$ cat config.mk
export PLATFORM = sky130hd
export DESIGN_NAME = pixel_scan_counter_flat
export DESIGN_NICKNAME = d
export VERILOG_FILES = /design/src/rtl/pixel_scan_counter_pkg.sv /design/src/rtl/pixel_scan_counter_if.sv /design/src/rtl/pixel_scan_counter_axis.sv /design/src/rtl/pixel_scan_counter.sv /design/src/flat_wrapper.sv
export SDC_FILE = /design/constraint.sdc
export NUM_CORES = 1
export LEC_CHECK = 0
export BUFFER_PORTS_ARGS = -buffer_cell sky130_fd_sc_hd__buf_4
export CAP_MARGIN = 10
export CORE_ASPECT_RATIO = 1.4
export CORE_MARGIN = 2
export CORE_UTILIZATION = 44
export CTS_BUF_LIST = sky130_fd_sc_hd__clkbuf_4 sky130_fd_sc_hd__clkbuf_8
export DETAILED_ROUTE_END_ITERATION = 6
export PLACE_DENSITY = 0.68
export SLEW_MARGIN = 20
export SYNTH_ARGS = -nofsm -noshare
export SYNTH_HDL_FRONTEND = slang
export SYNTH_SLANG_ARGS = --single-unit
$ cat constraint.sdc
create_clock -name clk -period 2.5 [get_ports clk]
set_clock_uncertainty 0.2 [all_clocks]
set_input_delay 0.125 -clock clk [delete_from_list [all_inputs] [get_ports clk]]
set_output_delay 0.125 -clock clk [all_outputs]
set_load 0.02 [all_outputs]
$ cat src/rtl/pixel_scan_counter_pkg.sv
// Shared camera-path package: sensor geometry, decimation factors and a clog2 helper for
// deriving counter widths.
package cam_pkg;

    localparam int unsigned CAM_H_ACTIVE = 640;
    localparam int unsigned CAM_V_ACTIVE = 480;

    localparam int unsigned DEC_NONE = 1;
    localparam int unsigned DEC_HALF = 2;

    function automatic int unsigned clog2(input int unsigned value);
        int unsigned result;
        int unsigned span;
        result = 0;
        span   = 1;
        while (span < value) begin
            span   = span << 1;
            result = result + 1;
        end
        return result;
    endfunction

endpackage

$ cat src/rtl/pixel_scan_counter_if.sv
// Pixel scan bus: pixel-accept strobes from the capture stage and position/address/terminal
// outputs toward the frame-buffer write port.
interface pixel_scan_counter_if #(
    parameter int unsigned XW  = 10,
    parameter int unsigned YW  = 9,
    parameter int unsigned AW  = 19,
    parameter int unsigned FCW = 8
);
    logic           clr;
    logic           en;
    logic [XW-1:0]  x_cnt;
    logic [YW-1:0]  y_cnt;
    logic [AW-1:0]  wr_addr;
    logic           wr_en;
    logic           line_end;
    logic           frame_end;
    logic [FCW-1:0] frame_cnt;

    modport master (
        output clr, en,
        input  x_cnt, y_cnt, wr_addr, wr_en, line_end, frame_end, frame_cnt
    );

    modport slave (
        input  clr, en,
        output x_cnt, y_cnt, wr_addr, wr_en, line_end, frame_end, frame_cnt
    );
endinterface

$ cat src/rtl/pixel_scan_counter_axis.sv
// scan_axis_counter: one raster axis counting 0..LIMIT-1 and wrapping; clr returns to origin
// and overrides step.
module scan_axis_counter #(
    parameter int unsigned W     = 10,
    parameter int unsigned LIMIT = 640
) (
    input  logic         clk,
    input  logic         rst_n,
    input  logic         clr,
    input  logic         step,
    output logic [W-1:0] count,
    output logic         at_limit
);

    logic [W-1:0] count_q, count_d;

    assign at_limit = (count_q == W'(LIMIT - 1));
    assign count    = count_q;

    always_comb begin
        count_d = count_q;
        if (clr) begin
            count_d = '0;
        end else if (step) begin
            count_d = at_limit ? '0 : count_q + W'(1);
        end
    end

    always_ff @(posedge clk or negedge rst_n) begin
        if (!rst_n) begin
            count_q <= '0;
        end else begin
            count_q <= count_d;
        end
    end

endmodule

$ cat src/rtl/pixel_scan_counter.sv
// 2-D raster counter producing frame-buffer write addresses with optional 2:1 decimation.
// Define PSC_FRAME_COUNT_EN to build the completed-frame counter; otherwise frame_cnt is 0.
module pixel_scan_counter
    import cam_pkg::*;
#(
    parameter int unsigned H_ACTIVE = CAM_H_ACTIVE,
    parameter int unsigned V_ACTIVE = CAM_V_ACTIVE,
    parameter int unsigned DEC      = DEC_NONE,
    parameter int unsigned XW       = clog2(H_ACTIVE),
    parameter int unsigned YW       = clog2(V_ACTIVE),
    parameter int unsigned AW       = clog2((H_ACTIVE / DEC) * (V_ACTIVE / DEC)),
    parameter int unsigned FCW      = 8
) (
    input  logic                clk,
    input  logic                rst_n,
    pixel_scan_counter_if.slave bus
);

    // Even-sized region kept under 2:1 decimation; a trailing odd column/row falls outside.
    localparam int unsigned HKeep = (H_ACTIVE / 2) * 2;
    localparam int unsigned VKeep = (V_ACTIVE / 2) * 2;

    logic          accept;
    logic          x_last, y_last;
    logic          frame_wrap;
    logic          kept;
    logic          wr_en;
    logic [XW-1:0] x_cnt;
    logic [YW-1:0] y_cnt;

    logic [AW-1:0] addr_q, addr_d;
    logic          line_end_q, line_end_d;
    logic          frame_end_q, frame_end_d;

    assign accept     = bus.en & ~bus.clr;
    assign frame_wrap = accept & x_last & y_last;

    scan_axis_counter #(
        .W     (XW),
        .LIMIT (H_ACTIVE)
    ) u_x_axis (
        .clk      (clk),
        .rst_n    (rst_n),
        .clr      (bus.clr),
        .step     (accept),
        .count    (x_cnt),
        .at_limit (x_last)
    );

    scan_axis_counter #(
        .W     (YW),
        .LIMIT (V_ACTIVE)
    ) u_y_axis (
        .clk      (clk),
        .rst_n    (rst_n),
        .clr      (bus.clr),
        .step     (accept & x_last),
        .count    (y_cnt),
        .at_limit (y_last)
    );

    if (DEC == DEC_NONE) begin : g_keep_all
        assign kept = 1'b1;
    end else if (DEC == DEC_HALF) begin : g_keep_half
        assign kept = ~x_cnt[0] & ~y_cnt[0] & (x_cnt < XW'(HKeep)) & (y_cnt < YW'(VKeep));
    end else begin : g_bad_dec
        $error("pixel_scan_counter: DEC must be 1 or 2");
        assign kept = 1'b0;
    end

    assign wr_en = accept & kept;

    always_comb begin
        addr_d = addr_q;
        if (bus.clr || frame_wrap) begin
            addr_d = '0;
        end else if (wr_en) begin
            addr_d = addr_q + AW'(1);
        end
        line_end_d  = accept & x_last;
        frame_end_d = frame_wrap;
    end

    always_ff @(posedge clk or negedge rst_n) begin
        if (!rst_n) begin
            addr_q      <= '0;
            line_end_q  <= 1'b0;
            frame_end_q <= 1'b0;
        end else begin
            addr_q      <= addr_d;
            line_end_q  <= line_end_d;
            frame_end_q <= frame_end_d;
        end
    end

`ifdef PSC_FRAME_COUNT_EN
    logic [FCW-1:0] frame_cnt_q, frame_cnt_d;

    assign frame_cnt_d = frame_wrap ? frame_cnt_q + FCW'(1) : frame_cnt_q;

    always_ff @(posedge clk or negedge rst_n) begin
        if (!rst_n) begin
            frame_cnt_q <= '0;
        end else begin
            frame_cnt_q <= frame_cnt_d;
        end
    end

    assign bus.frame_cnt = frame_cnt_q;
`else
    assign bus.frame_cnt = '0;
`endif

    assign bus.x_cnt     = x_cnt;
    assign bus.y_cnt     = y_cnt;
    assign bus.wr_addr   = addr_q;
    assign bus.wr_en     = wr_en;
    assign bus.line_end  = line_end_q;
    assign bus.frame_end = frame_end_q;

endmodule

$ cat src/flat_wrapper.sv
// flat-port wrapper written by rule: the top's interface ports become plain ports
module pixel_scan_counter_flat import cam_pkg::*;
#(
    parameter int unsigned H_ACTIVE = CAM_H_ACTIVE,
    parameter int unsigned V_ACTIVE = CAM_V_ACTIVE,
    parameter int unsigned DEC      = DEC_NONE,
    parameter int unsigned XW       = clog2(H_ACTIVE),
    parameter int unsigned YW       = clog2(V_ACTIVE),
    parameter int unsigned AW       = clog2((H_ACTIVE / DEC) * (V_ACTIVE / DEC)),
    parameter int unsigned FCW      = 8
)
  (clk, rst_n, bus_clr, bus_en, bus_x_cnt, bus_y_cnt, bus_wr_addr, bus_wr_en, bus_line_end, bus_frame_end, bus_frame_cnt);
  pixel_scan_counter_if #(.XW(XW), .YW(YW), .AW(AW), .FCW(FCW)) bus_i ();
  input  logic clk;
  input  logic rst_n;
  input wire logic [$bits(bus_i.clr)-1:0] bus_clr;
  input wire logic [$bits(bus_i.en)-1:0] bus_en;
  output wire logic [$bits(bus_i.x_cnt)-1:0] bus_x_cnt;
  output wire logic [$bits(bus_i.y_cnt)-1:0] bus_y_cnt;
  output wire logic [$bits(bus_i.wr_addr)-1:0] bus_wr_addr;
  output wire logic [$bits(bus_i.wr_en)-1:0] bus_wr_en;
  output wire logic [$bits(bus_i.line_end)-1:0] bus_line_end;
  output wire logic [$bits(bus_i.frame_end)-1:0] bus_frame_end;
  output wire logic [$bits(bus_i.frame_cnt)-1:0] bus_frame_cnt;
  assign bus_i.clr = bus_clr;
  assign bus_i.en = bus_en;
  assign bus_x_cnt = bus_i.x_cnt;
  assign bus_y_cnt = bus_i.y_cnt;
  assign bus_wr_addr = bus_i.wr_addr;
  assign bus_wr_en = bus_i.wr_en;
  assign bus_line_end = bus_i.line_end;
  assign bus_frame_end = bus_i.frame_end;
  assign bus_frame_cnt = bus_i.frame_cnt;
  pixel_scan_counter #(.H_ACTIVE(H_ACTIVE), .V_ACTIVE(V_ACTIVE), .DEC(DEC), .XW(XW), .YW(YW), .AW(AW), .FCW(FCW)) u_core (.clk(clk), .rst_n(rst_n), .bus(bus_i));
endmodule
==> results_dict.tcl, run 1 <==
set metrics [dict create \
    pwr-share-clk_pct 44.6 \
    crit_path_end "u_core.bus.wr_addr[1]" \
    grt_use_total_pct 19.1 \
    yosys.area.top_type "dfrtp_1" \
    ios 53 \
    rr_endpoint "u_core.bus.wr_addr[1]" \
    drc 0 \
    synth_warnings 0 \
    nets 287 \
    critPathKind "flip-flop to flip-flop" \
    crit_fanout 7 \
    cp.arrival_ns 2.29 \
    dpl_cell_area_mm2 0.00253 \
    vdd_drop_max_mv 0.279 \
    max_freq_mhz 433 \
    place_inst 333 \
    reg2reg_depth 6 \
    pwr-share-seq_pct 48.6 \
    drive_gt1_share_pct 21.4 \
    path_clk_slew_ns 0.08 \
    pre_cts_ws_ns 0.387 \
    layout_min_cycle_time_ns 2.31 \
    end_kind "flip-flop" \
    post_cts_resized 0 \
    synthesis.area_mm2 0.00215 \
    min_path_type "input port to async pin" \
    synth-async-reset-ratio_pct 100 \
    cp.depth 6 \
    p_int_uw 1080 \
    p_switching_uw 292 \
    p_sw_share_pct 21.3 \
    area_growth_pct 25.2 \
    setup_ws_ns 0.189 \
    synthFlopType "dfrtp_1" \
    synth_area_per_cell_um2 9.40 \
    die_y_um 86.8 \
    r2r_start "u_core.u_x_axis.count[0]" \
    tns_ns 0 \
    ant_nets 0 \
    hold_viol 0 \
    synth_cells 229 \
    crit_start "u_core.u_x_axis.count[0]" \
    status "completed" \
    tightest_slew_ns 0.741 \
    rows 30 \
    synth_edf_count 0 \
    cts_buffer_depth 2 \
    core_area_mm2 0.00477 \
    yosysSeqAreaShare_pct 46.5 \
    powerDensity_mw_per_mm2 508 \
    via_count 1906 \
    ys_ff_latch 40 \
    avgViaCountPerCell 5.54 \
    slew_violations 0 \
    cts_max_level 2 \
    setup_viol 0 \
    grt_pass1_wl_mm 8.26 \
    synth_common_cells "dfrtp_1 (40), nand2_1 (21), nor2_1 (20)" \
    crit_slowest_cell "dlygate4sd3_1" \
    r2r_setup_slack_ns 0.19 \
    synth.top_cells.by_area "dfrtp_1 (46%), a21oi_1 (4.4%), nand3_1 (3.7%), nand2_1 (3.7%), nor2_1 (3.5%)" \
    dieArea_mm2 0.00548 \
    period_share_pct 92.4 \
    synth_top_area_share_pct 46.5 \
    slowest_delay_ns 0.55 \
    cts_tree "done" \
    start_util_pct 45.2 \
    cp_top_family "buffers and inverters" \
    numPortBuffers 44 \
    p_comb_share_pct 6.8 \
    startpoint_type "flip-flop" \
    path_buf_inv 1 \
    drv_cap 0 \
    clockRootBuffer "clkbuf_8" \
    insertion_delay_ns 0.29 \
    wire_per_inst_um 14.2 \
    n_antenna_cell 0 \
    grt-ovfl-total 0 \
    slew_headroom_pct 50.1 \
    antenna_found_initial 0 \
    synth_most_common_cell "dfrtp_1" \
    synth.distinct_cells 44 \
    stdcell_count 344 \
    whs_ns 0.140 \
    final_area_mm2 0.00270 \
    p_leak_uw 0.00121 \
    rsz0062_at_grt "no" \
    post-dp-hpwl_mm 3.45 \
    drt_first_iter_violations 106 \
    cts_buffers 5 \
    routed_wl_mm 4.88 \
    first_pass_iters 4 \
    die_w_um 63.1 \
    path_cells "ha_1, and4bb_2, nand4_1, o211ai_1, a21oi_1, dlygate4sd3_1" \
    place_congestion 0.816 \
    grt_start_max_net_pins 41 \
    grt_pass1_vias 1809 \
    crit_required_ns 2.48 \
    clock_sinks 40 \
]
layout make-up:
class | count | area, um2
clock inverter | 2 | 60.1
multi-input combinational | 174 | 1050
sequential | 40 | 1000
fill | 452 | 2070
tap | 64 | 80.1
clock buffer | 5 | 68.8
timing repair buffer | 53 | 408
inverter | 6 | 22.5
per-stage QoR:
step	utilization [%]	total power, uW
floorplan	-	734
finish	56.5	1370
CTS	56.5	1390
detailed placement	53.0	766
global placement	53.0	765
global route	56.5	1420
placed cells by master, fill, tap and decap left out, drive strengths merged, types with 4 or more instances in the layout:
cell type	count
a21oi	19
and3	7
and4	5
buf	49
clkbuf	5
conb	8
dfrtp	40
dlygate4sd3	4
inv	6
mux2i	4
nand2	21
nand3	16
nand4	6
nor2	20
nor3	4
o21ai	10
o31ai	5
or3	7
or4	4
xnor2	6
xor2	6
worst register-to-register path, delay by kind of cell, from the launching register on:
family | cells | cell delay [ns]
buffers and inverters | 1 | 0.55
AND/OR/NAND/NOR | 2 | 0.48
flip-flops | 1 | 0.46
AO/OA/AOI/OAI | 2 | 0.28
adder cells (fa/ha/maj) | 1 | 0.24
state kept, by name, indices dropped and copies added, names as in the netlist:
register,count
u_core.bus.frame_end,1
u_core.bus.line_end,1
u_core.bus.wr_addr,19
u_core.u_x_axis.count,10
u_core.u_y_axis.count,9
worst min-delay path by stage:
stage | end | from
6_report | u_core.bus.wr_addr[5] | rst_n
5_1_grt | u_core.bus.wr_addr[9] | rst_n
4_1_cts | u_core.bus.wr_addr[5] | rst_n
3_5_place_dp | u_core.bus.wr_addr[5] | rst_n
3_3_place_gp | u_core.bus.wr_addr[5] | rst_n
2_1_floorplan | u_core.bus.frame_end | rst_n
cells by family (layout without fill, tap and decap cells):
logic type | after synthesis | in the layout | share of synthesized area (%)
AO/OA/AOI/OAI | 45 | 45 | 13.5
XOR/XNOR | 12 | 12 | 4.88
adder cells (fa/ha/maj) | 3 | 3 | 1.74
buffers and inverters | 22 | 66 | 5.75
flip-flops | 40 | 40 | 46.5
multiplexers | 5 | 5 | 2.38
other | 1 | 8 | 0.174
AND/OR/NAND/NOR | 101 | 101 | 25.1
power by group through the flow:
stage	Sequential, uW	Clock [uW]	Combinational [uW]
floorplan	684	0	49.4
global placement	677	0	87.9
detailed placement	678	0	88.6
CTS	665	628	94.5
global route	667	654	103
finish	665	611	92.9
per-layer routing:
layer / track usage, % / part of all wire (%)
met1: 22.9 / 41
met2: 33.7 / 52
met3: 2.73 / 4.3
met4: 9.49 / 2.7
met5: 0 / 0
what timing repair did:
item | 4_1_cts | 5_1_grt
hold buffers | 4 | 0
hold endpoints to repair | 45 | 0
setup buffers | 0 | 0
endpoints found under the setup margin | 0 | 0
(Power assumes the default switching activity.)
==> inputs of run 2 (changes only) <==
--- a/config.mk
+++ b/config.mk
@@ -13,6 +13,7 @@
 export CTS_BUF_LIST = sky130_fd_sc_hd__clkbuf_4 sky130_fd_sc_hd__clkbuf_8
 export DETAILED_ROUTE_END_ITERATION = 6
 export PLACE_DENSITY = 0.68
+export REMOVE_ABC_BUFFERS = 1
 export SLEW_MARGIN = 20
 export SYNTH_ARGS = -nofsm -noshare
 export SYNTH_HDL_FRONTEND = slang
==> run 2 against run 1 <==
Effect of this change:
- utilization decreased by 1.1 points
- first-iteration DRC count decreased by 17%
- via count decreased by 0.31%
- die area unchanged
- non-clock buffer count decreased by 3
- clock-buffer cell count increased by 3
- hold slack improved by 0.016 ns
- combinational power decreased by 0.9%
- worst setup slack improved by 0.028 ns
- global-route usage decreased by 0.090 points
- largest cell class unchanged
- largest power group unchanged
==> results_dict.tcl, run 2 (synthesis gave the netlist of run 1 again) <==
set metrics [dict create \
    final_cell_mix "buf_4 (46), dfrtp_1 (38), nand2_1 (21)" \
    place_inst 330 \
    slew_headroom_pct 61.9 \
    place_congestion 0.740 \
    min_path_type "input port to async pin" \
    grt_pass1_wl_mm 8.32 \
    slew_violations 0 \
    die_y_um 86.8 \
    end_kind "flip-flop" \
    grt_pass1_vias 1849 \
    grt_use_total_pct 19.1 \
    drv_cap 0 \
    multi_input_comb_area_mm2 0.00105 \
    area_growth_pct 22.8 \
    drc 0 \
    path_cells "ha_1, and4bb_2, nand4_1, o211ai_1, a21oi_1, dlygate4sd3_1" \
    routed_wl_mm 4.88 \
    grt-ovfl-total 0 \
    reg2reg_depth 6 \
    post-dp-hpwl_mm 3.39 \
    critPathKind "flip-flop to flip-flop" \
    cts_tree "done" \
    clockRootBuffer "clkbuf_8" \
    max_freq_mhz 438 \
    first_pass_iters 4 \
    wl_met2_mm 2.49 \
    wl_met3_um 194 \
    dieArea_mm2 0.00548 \
    path_clk_slew_ns 0.07 \
    wire_per_inst_um 14.3 \
    die_w_um 63.1 \
    drive_gt1_share_pct 21.6 \
    via_count 1900 \
    tightest_slew_ns 0.566 \
    r2r_start "u_core.u_x_axis.count[0]" \
    cp.arrival_ns 2.25 \
    p_leak_uw 0.00118 \
    setup_viol 0 \
    fillers 449 \
    clock_sinks 40 \
    core_area_mm2 0.00477 \
    ff_latch_area_mm2 0.00100 \
    rsz0062_at_grt "no" \
    insertion_delay_ns 0.28 \
    pre_cts_ws_ns 0.381 \
    cts_max_level 2 \
    rr_endpoint "u_core.bus.wr_addr[1]" \
    layout_min_cycle_time_ns 2.28 \
    nets 284 \
    stdcell_count 342 \
    rows 30 \
    startpoint_type "flip-flop" \
    period_share_pct 91.3 \
    vdd_drop_max_mv 0.266 \
    hold_viol 0 \
    crit_slowest_cell "dlygate4sd3_1" \
    ios 53 \
    dpl_cell_area_mm2 0.00250 \
    slowest_delay_ns 0.57 \
    crit_required_ns 2.47 \
    final_area_mm2 0.00264 \
    finalPower_uw 1220 \
    powerDensity_mw_per_mm2 460 \
    m1WireLength_mm 2.14 \
    cts_buffer_depth 2 \
    status "completed" \
    cts_buffers 5 \
    tns_ns 0 \
    cp_top_family "buffers and inverters" \
    avgViaCountPerCell 5.56 \
    path_buf_inv 1 \
    largest_reg_flops 19 \
    n_antenna_cell 0 \
    top_layer_used "met4" \
    crit_fanout 7 \
    grt_start_max_net_pins 41 \
    antenna_found_initial 0 \
    start_util_pct 45.2 \
    drt_first_iter_violations 88 \
    setup_ws_ns 0.217 \
    numPortBuffers 44 \
    r2r_setup_slack_ns 0.22 \
    final_common_cell "buf_4" \
    ant_nets 0 \
]
run 2: changes by cell type in the layout (fill, tap and decap cells not counted), sizes merged:
cell	before	now
buf	49	46
bufinv	2	0
clkbuf	5	8
run 2: per-stage QoR:
stage                     utilization (%)  hold WS [ns]
final                                55.5         0.156
after global routing                 55.5         0.215
after CTS                            55.4         0.169
after detailed placement             52.5       -0.0612
after global placement               52.5       -0.0608
after floorplan                         -        -0.371
run 2: worst max-delay path by stage:
stage | end | cells past startpoint | startpoint
6_report | u_core.bus.wr_addr[1] | 6 | u_core.u_x_axis.count[0]
5_1_grt | u_core.bus.wr_addr[1] | 6 | u_core.u_x_axis.count[0]
2_1_floorplan | u_core.bus.wr_addr[0] | 5 | u_core.u_x_axis.count[0]
4_1_cts | u_core.bus.wr_addr[1] | 6 | u_core.u_x_axis.count[0]
3_5_place_dp | u_core.u_y_axis.count[7] | 6 | u_core.u_x_axis.count[0]
3_3_place_gp | u_core.u_y_axis.count[7] | 5 | u_core.u_x_axis.count[2]
run 2: layout make-up:
| type | count | share of cell area, % |
|---|---|---|
| timing repair buffer | 50 | 14.6 |
| tap | 64 | 3.03 |
| sequential | 40 | 38.0 |
| clock buffer | 8 | 3.69 |
| multi-input combinational | 174 | 39.9 |
| inverter | 6 | 0.852 |
run 2: what timing repair did:
item | in CTS | in global routing
hold buffers | 4 | 0
endpoints found under the setup margin | 0 | 1
setup buffers | 0 | 0
resized for setup | 0 | 2
hold endpoints to repair | 49 | 0
run 2: report_power, final:
group	internal (uW)	leakage, uW	switching [uW]
Sequential	654	0.000553	11.8
Combinational	29.6	0.000578	62.5
Clock	247	0.0000523	212
run 2: layer usage:
layer | global-route usage [%] | vias to the layer above
li1 | - | 917
met1 | 23.3 | 927
met2 | 33.8 | 52
met3 | 3.38 | 4
met4 | 6.67 | 0
met5 | 0 | -
